$ cat config.mk
export PLATFORM = sky130hd
export DESIGN_NAME = seg_scan_ctrl
export DESIGN_NICKNAME = d
export VERILOG_FILES = /design/src/rtl/seg_scan_ctrl.sv
export SDC_FILE = /design/constraint.sdc
export NUM_CORES = 1
export LEC_CHECK = 0
export BUFFER_PORTS_ARGS = -buffer_cell sky130_fd_sc_hd__buf_4
export CAP_MARGIN = 0
export CORE_MARGIN = 2
export CORE_UTILIZATION = 30
export CTS_BUF_LIST = sky130_fd_sc_hd__clkbuf_16
export CTS_CLUSTER_SIZE = 20
export DETAILED_ROUTE_END_ITERATION = 8
export MAX_ROUTING_LAYER = met4
export PLACE_DENSITY = 0.58
export SYNTH_ARGS = -nofsm -noshare
export SYNTH_HDL_FRONTEND = slang
export SYNTH_SLANG_ARGS = --single-unit
$ cat constraint.sdc
create_clock -name clk -period 1.8 [get_ports clk]
set_clock_uncertainty 0.15 [all_clocks]
set_input_delay 0.36 -clock clk [delete_from_list [all_inputs] [get_ports clk]]
set_output_delay 0.36 -clock clk [all_outputs]
set_load 0.05 [all_outputs]
$ cat src/rtl/seg_scan_ctrl.sv
// Scan controller for a 4-digit common-anode 7-segment display showing a per-frame
// snapshot of PC / ALU / debug register, with a one-cycle blank at every digit switch.
module seg_scan_ctrl #(
    parameter int REFRESH_DIV = 100000
) (
    input  logic       clk,
    input  logic       rst,
    input  logic [1:0] mode,
    input  logic       hold,
    input  logic [7:0] pc_value,
    input  logic [7:0] alu_value,
    input  logic [7:0] reg_value,
    input  logic [2:0] reg_sel,
    output logic [6:0] seg,
    output logic [3:0] an,
    output logic       frame_start
);

    localparam int CW = (REFRESH_DIV > 2) ? $clog2(REFRESH_DIV) : 1;

    localparam logic [6:0] SEG_BLANK = 7'b1111111;
    localparam logic [6:0] SEG_P     = 7'b0001100;
    localparam logic [6:0] SEG_A     = 7'b0001000;
    localparam logic [6:0] SEG_R     = 7'b0101111;

    typedef enum logic [1:0] {
        IDLE  = 2'd0,
        BLANK = 2'd1,
        DRIVE = 2'd2
    } state_t;

    state_t          state_q;
    logic [CW-1:0]   cnt_q;
    logic [CW-1:0]   cnt_d;
    logic [1:0]      idx_q;
    logic [1:0]      snap_mode_q;
    logic [7:0]      snap_val_q;
    logic [2:0]      snap_sel_q;
    logic [6:0]      seg_q;
    logic [3:0]      an_q;
    logic            frame_start_q;

    logic            tick;
    logic            boundary;
    logic [7:0]      sel_val;
    logic [6:0]      digit_seg;

    function automatic logic [6:0] hex7(input logic [3:0] h);
        logic [6:0] s;
        case (h)
            4'h0: s = 7'b1000000;
            4'h1: s = 7'b1111001;
            4'h2: s = 7'b0100100;
            4'h3: s = 7'b0110000;
            4'h4: s = 7'b0011001;
            4'h5: s = 7'b0010010;
            4'h6: s = 7'b0000010;
            4'h7: s = 7'b1111000;
            4'h8: s = 7'b0000000;
            4'h9: s = 7'b0010000;
            4'hA: s = 7'b0001000;
            4'hB: s = 7'b0000011;
            4'hC: s = 7'b1000110;
            4'hD: s = 7'b0100001;
            4'hE: s = 7'b0000110;
            default: s = 7'b0001110;
        endcase
        return s;
    endfunction

    assign tick  = (cnt_q == CW'(REFRESH_DIV - 1));
    assign cnt_d = tick ? '0 : cnt_q + CW'(1);

    // A frame begins when slot 0 is entered, either from IDLE or by wrapping past digit 3.
    assign boundary = tick && ((state_q == IDLE) || ((state_q == DRIVE) && (idx_q == 2'd3)));

    always_comb begin
        sel_val = 8'h00;
        case (mode)
            2'b00:   sel_val = pc_value;
            2'b01:   sel_val = alu_value;
            2'b10:   sel_val = reg_value;
            default: sel_val = 8'h00;
        endcase
    end

    always_comb begin
        digit_seg = SEG_BLANK;
        if (snap_mode_q != 2'b11) begin
            case (idx_q)
                2'd0: digit_seg = hex7(snap_val_q[3:0]);
                2'd1: digit_seg = hex7(snap_val_q[7:4]);
                2'd2: digit_seg = (snap_mode_q == 2'b10) ? hex7({1'b0, snap_sel_q}) : SEG_BLANK;
                default: begin
                    case (snap_mode_q)
                        2'b00:   digit_seg = SEG_P;
                        2'b01:   digit_seg = SEG_A;
                        default: digit_seg = SEG_R;
                    endcase
                end
            endcase
        end
    end

    always_ff @(posedge clk or posedge rst) begin
        if (rst) begin
            state_q       <= IDLE;
            cnt_q         <= '0;
            idx_q         <= 2'd0;
            snap_mode_q   <= 2'b00;
            snap_val_q    <= 8'h00;
            snap_sel_q    <= 3'd0;
            seg_q         <= SEG_BLANK;
            an_q          <= 4'b1111;
            frame_start_q <= 1'b0;
        end else begin
            cnt_q         <= cnt_d;
            frame_start_q <= boundary;
            if (boundary && !hold) begin
                snap_mode_q <= mode;
                snap_val_q  <= sel_val;
                snap_sel_q  <= reg_sel;
            end
            case (state_q)
                IDLE: begin
                    seg_q <= SEG_BLANK;
                    an_q  <= 4'b1111;
                    if (tick) begin
                        state_q <= BLANK;
                        idx_q   <= 2'd0;
                    end
                end
                BLANK: begin
                    // Snapshot was captured on the previous edge, so digit_seg already reflects it.
                    state_q <= DRIVE;
                    an_q    <= ~(4'b0001 << idx_q);
                    seg_q   <= digit_seg;
                end
                DRIVE: begin
                    if (tick) begin
                        state_q <= BLANK;
                        idx_q   <= idx_q + 2'd1;
                        an_q    <= 4'b1111;
                        seg_q   <= SEG_BLANK;
                    end
                end
                default: begin
                    state_q <= IDLE;
                    an_q    <= 4'b1111;
                    seg_q   <= SEG_BLANK;
                end
            endcase
        end
    end

    assign seg         = seg_q;
    assign an          = an_q;
    assign frame_start = frame_start_q;

endmodule

==> results.toml <==
[floorplanning]
io_pins = 44
die_w_um = 106
fp-row-count = 37
start_util = 0.305
core-area_um2 = 10200
fp.dieH_um = 106
dieArea_um2 = 11200

[logic_synthesis]
mappedNetlistArea_um2 = 3110
synth_edf_count = 0
async_reset_ff_frac = 1.00
synth_fa_ha_area_frac = 0.101
synth-xor-area-share = 0.0395
synth.net_count = 373
avgSynthCellArea_um2 = 9.84
postSynthCellCount = 316
synth_seq_area_share = 0.375
ys.warnings.count = 0
synthDistinctLibCells = 53
ys_seq_elements = 46
synth-compound-area-share = 0.138
muxShareOfSynthArea = 0.105
synth_ff_type = "dfrtp_1"
synth_top_family_by_area = "simple AND/OR/NAND/NOR gates"
yosys.area_share.simple = 0.196

[timing]
rsz0062_at_grt = "true"
fin_crit_ns = 1.81
clock.fmax_ghz = 0.552
worst_slack_ns = -0.0112
setup_viol = 1
slew_viol_final = 0
final_hold_viol_count = 0
tightest_slew_ns = 0.579
fin_crit_sh = 1.01
maxSlewHeadroom = 0.613

[pwr]
power_switching_w = 0.000459
combPwrFrac = 0.055
seq_power_share = 0.468
p_sw_frac = 0.208
power_w = 0.00221
p_leak_nw = 1.97
p_int_w = 0.00175
ir_drop_v = 0.000422
clock_power_share = 0.477
power.density_nw_per_um2 = 503

[finish]
fill_cells = 994
final_nets = 471
seqCellArea_um2 = 1170
synthToLayoutAreaGrowth_pct = 41.5
final_cells = 551
final_core_util = 0.432
multi_input_area_um2 = 2000
diodes = 0
drive_above_1_share = 0.443
design_area_um2 = 4400

[critical_path]
start_kind = "flip-flop"
path_class = "reg2reg"
critPathCaptureType = "flip-flop"
required_ns = 1.87
worstPathCellList = "buf_4, ha_4, mux2i_1, o22ai_1, or4_1, o211a_1"
slowest_stage = "or4_1"
slowest_delay_ns = 0.47
cp.arrival_ns = 1.89
path_max_fanout = 5

[clock_network]
cts_tree = "built"
cts_sinks = 46
cts_buffer_depth = 2
numCtsBuffers = 5
clock_latency_ns = 0.29
cts.htree.levels = 2
clkTransAtPathRegs_ns = 0.06
root_buffer = "clkbuf_16"

[job]
maxCapViolCount = 0

[place]
place_congestion = 0.844
place_area_um2 = 3950
portBuffers = 43
place_hpwl_um = 5680
dp.cells = 534

[global_routing]
grt_max_degree = 47
grt_pass1_vias = 2576
antenna_found_initial = 0
grt.overflow.total = 0
grt_pass1_wl_um = 12500
grt_usage = 0.145

[route]
wl_um = 7800
ant_nets = 0
via_count = 2668
dr.pass1.iters = 4
drc_errors = 0
viasPerCell = 4.84
wire_per_inst_um = 14.2
drt_iter0_drc = 135

[worst_hold_path]
hold_class = "in2reg"

[status]
violations = "setup timing"
outcome = "finished with violations"
[logic make-up (layout without fill, tap and decap cells)]
logic type | count (synthesis) | after routing
AO/OA/AOI/OAI | 61 | 61
XOR/XNOR | 14 | 14
adder cells (fa/ha/maj) | 25 | 25
buffers and inverters | 31 | 130
flip-flops | 46 | 46
multiplexers | 30 | 30
AND/OR/NAND/NOR | 109 | 109
[per-layer routing]
metal	up-vias	GRT usage	part of all wire
met5	-	-	0
met4	0	0.0602	0.023
met3	11	0.0254	0.040
met2	62	0.212	0.45
met1	1272	0.198	0.49
li1	1323	-	-
[flip-flops by register name (all words and copies together), names as in the netlist]
register and flops:
cnt_q 17, frame_start 1, snap_val_q 8, snap_mode_q 2, state_q 2, seg 7
snap_sel_q 3, idx_q 2, an 4
[final cells by class]
type                    instances  area share
multi-input cells             239       0.455
flip-flops and latches         46       0.266
repair buffers                108       0.190
well taps                     136      0.0387
clock buffers                   5      0.0285
inverters                      14      0.0120
clock inverters                 3     0.00911
[path summary, 6_finish.rpt]
path                                                start                         to  cells past startpoint  slack [ns]
worst min-delay path                           reg_sel[0]  snap_sel_q[0]$_DFFE_PP0P_                      2        0.15
worst min register to register         seg[3]$_DFFE_PP1P_         seg[3]$_DFFE_PP1P_                      1        0.36
min in group asynchronous                             rst  snap_val_q[2]$_DFFE_PP0P_                      4        0.51
worst max-delay path            snap_val_q[0]$_DFFE_PP0P_         seg[0]$_DFFE_PP1P_                      6       -0.01
worst max register to register  snap_val_q[0]$_DFFE_PP0P_         seg[0]$_DFFE_PP1P_                      6       -0.01
max in group asynchronous                             rst         seg[0]$_DFFE_PP1P_                      4        0.70
[worst max-delay path: cells and delay by family (launching register included)]
kind | cells | cell delay (ns)
simple gates | 1 | 0.47
flops | 1 | 0.42
compound gates | 2 | 0.22
fa+ha+maj | 1 | 0.17
buf+inv | 1 | 0.16
mux | 1 | 0.15
[cell usage in the layout, fill, tap and decap left out, types with 5 or more instances in the layout]
cell / count
xnor2_1: 9
nor2_1: 25
a21oi_1: 9
buf_4: 103
nor2b_1: 10
a31oi_1: 5
ha_2: 5
ha_1: 13
mux2_2: 6
nand2_1: 19
inv_1: 5
o21ai_0: 8
and2_1: 5
dfrtp_1: 31
inv_2: 9
dfstp_2: 11
clkbuf_16: 5
nand4_1: 8
nand2b_1: 8
xor2_1: 5
ha_4: 7
nand3_1: 5
mux2i_1: 20
[synth_stat cells, types with 3 or more instances]
cell,n,area share
nand4_1,8,0.016
clkbuf_1,8,0.0097
inv_1,14,0.017
nor2_1,27,0.033
mux2i_1,20,0.064
mux2_2,6,0.022
nor4_1,3,0.0060
a21oi_1,9,0.014
nand2_1,19,0.023
a22oi_1,4,0.0097
and2_1,5,0.010
dfrtp_1,35,0.28
nor3_1,5,0.0081
o22a_1,3,0.0085
o31ai_1,3,0.0072
a31oi_1,5,0.010
dfstp_2,11,0.093
nand2b_1,9,0.018
mux2_4,4,0.019
nor2b_1,11,0.022
buf_2,6,0.0097
o21ai_0,11,0.018
o211a_1,3,0.0097
nand3_1,5,0.0081
ha_1,25,0.10
a211oi_1,3,0.0072
xor2_1,5,0.014
o211ai_1,4,0.0097
xnor2_1,9,0.025
o311ai_0,4,0.011
[timing repair]
action	CTS	global route
gates resized for setup	31	27
hold buffers	1	0
endpoints found under the setup margin	12	25
buffers inserted	3	6
pin swaps	2	11
endpoints found under the hold margin	35	0
[power groups by stage]
| stage | Sequential (W) | Clock, W | Combinational (W) |
|---|---|---|---|
| 2_1_floorplan | 0.00105 | 0 | 0.0000488 |
| 3_3_place_gp | 0.00105 | 0 | 0.000120 |
| 3_5_place_dp | 0.00105 | 0 | 0.000122 |
| 4_1_cts | 0.00103 | 0.00109 | 0.000124 |
| 5_1_grt | 0.00103 | 0.00112 | 0.000136 |
| 6_report | 0.00103 | 0.00105 | 0.000121 |
[through the flow]
stage	TNS [ns]	worst slack [ns]	hold slack, ns
after CTS	-0.0390	-0.0304	0.143
after detailed placement	-0.312	-0.0921	0.284
after global routing	-0.403	-0.0728	0.147
after global placement	-0.159	-0.0638	0.284
final	-0.0112	-0.0112	0.150
after floorplan	-0.347	-0.0867	0.303
Power figures use the tool's default switching activity.
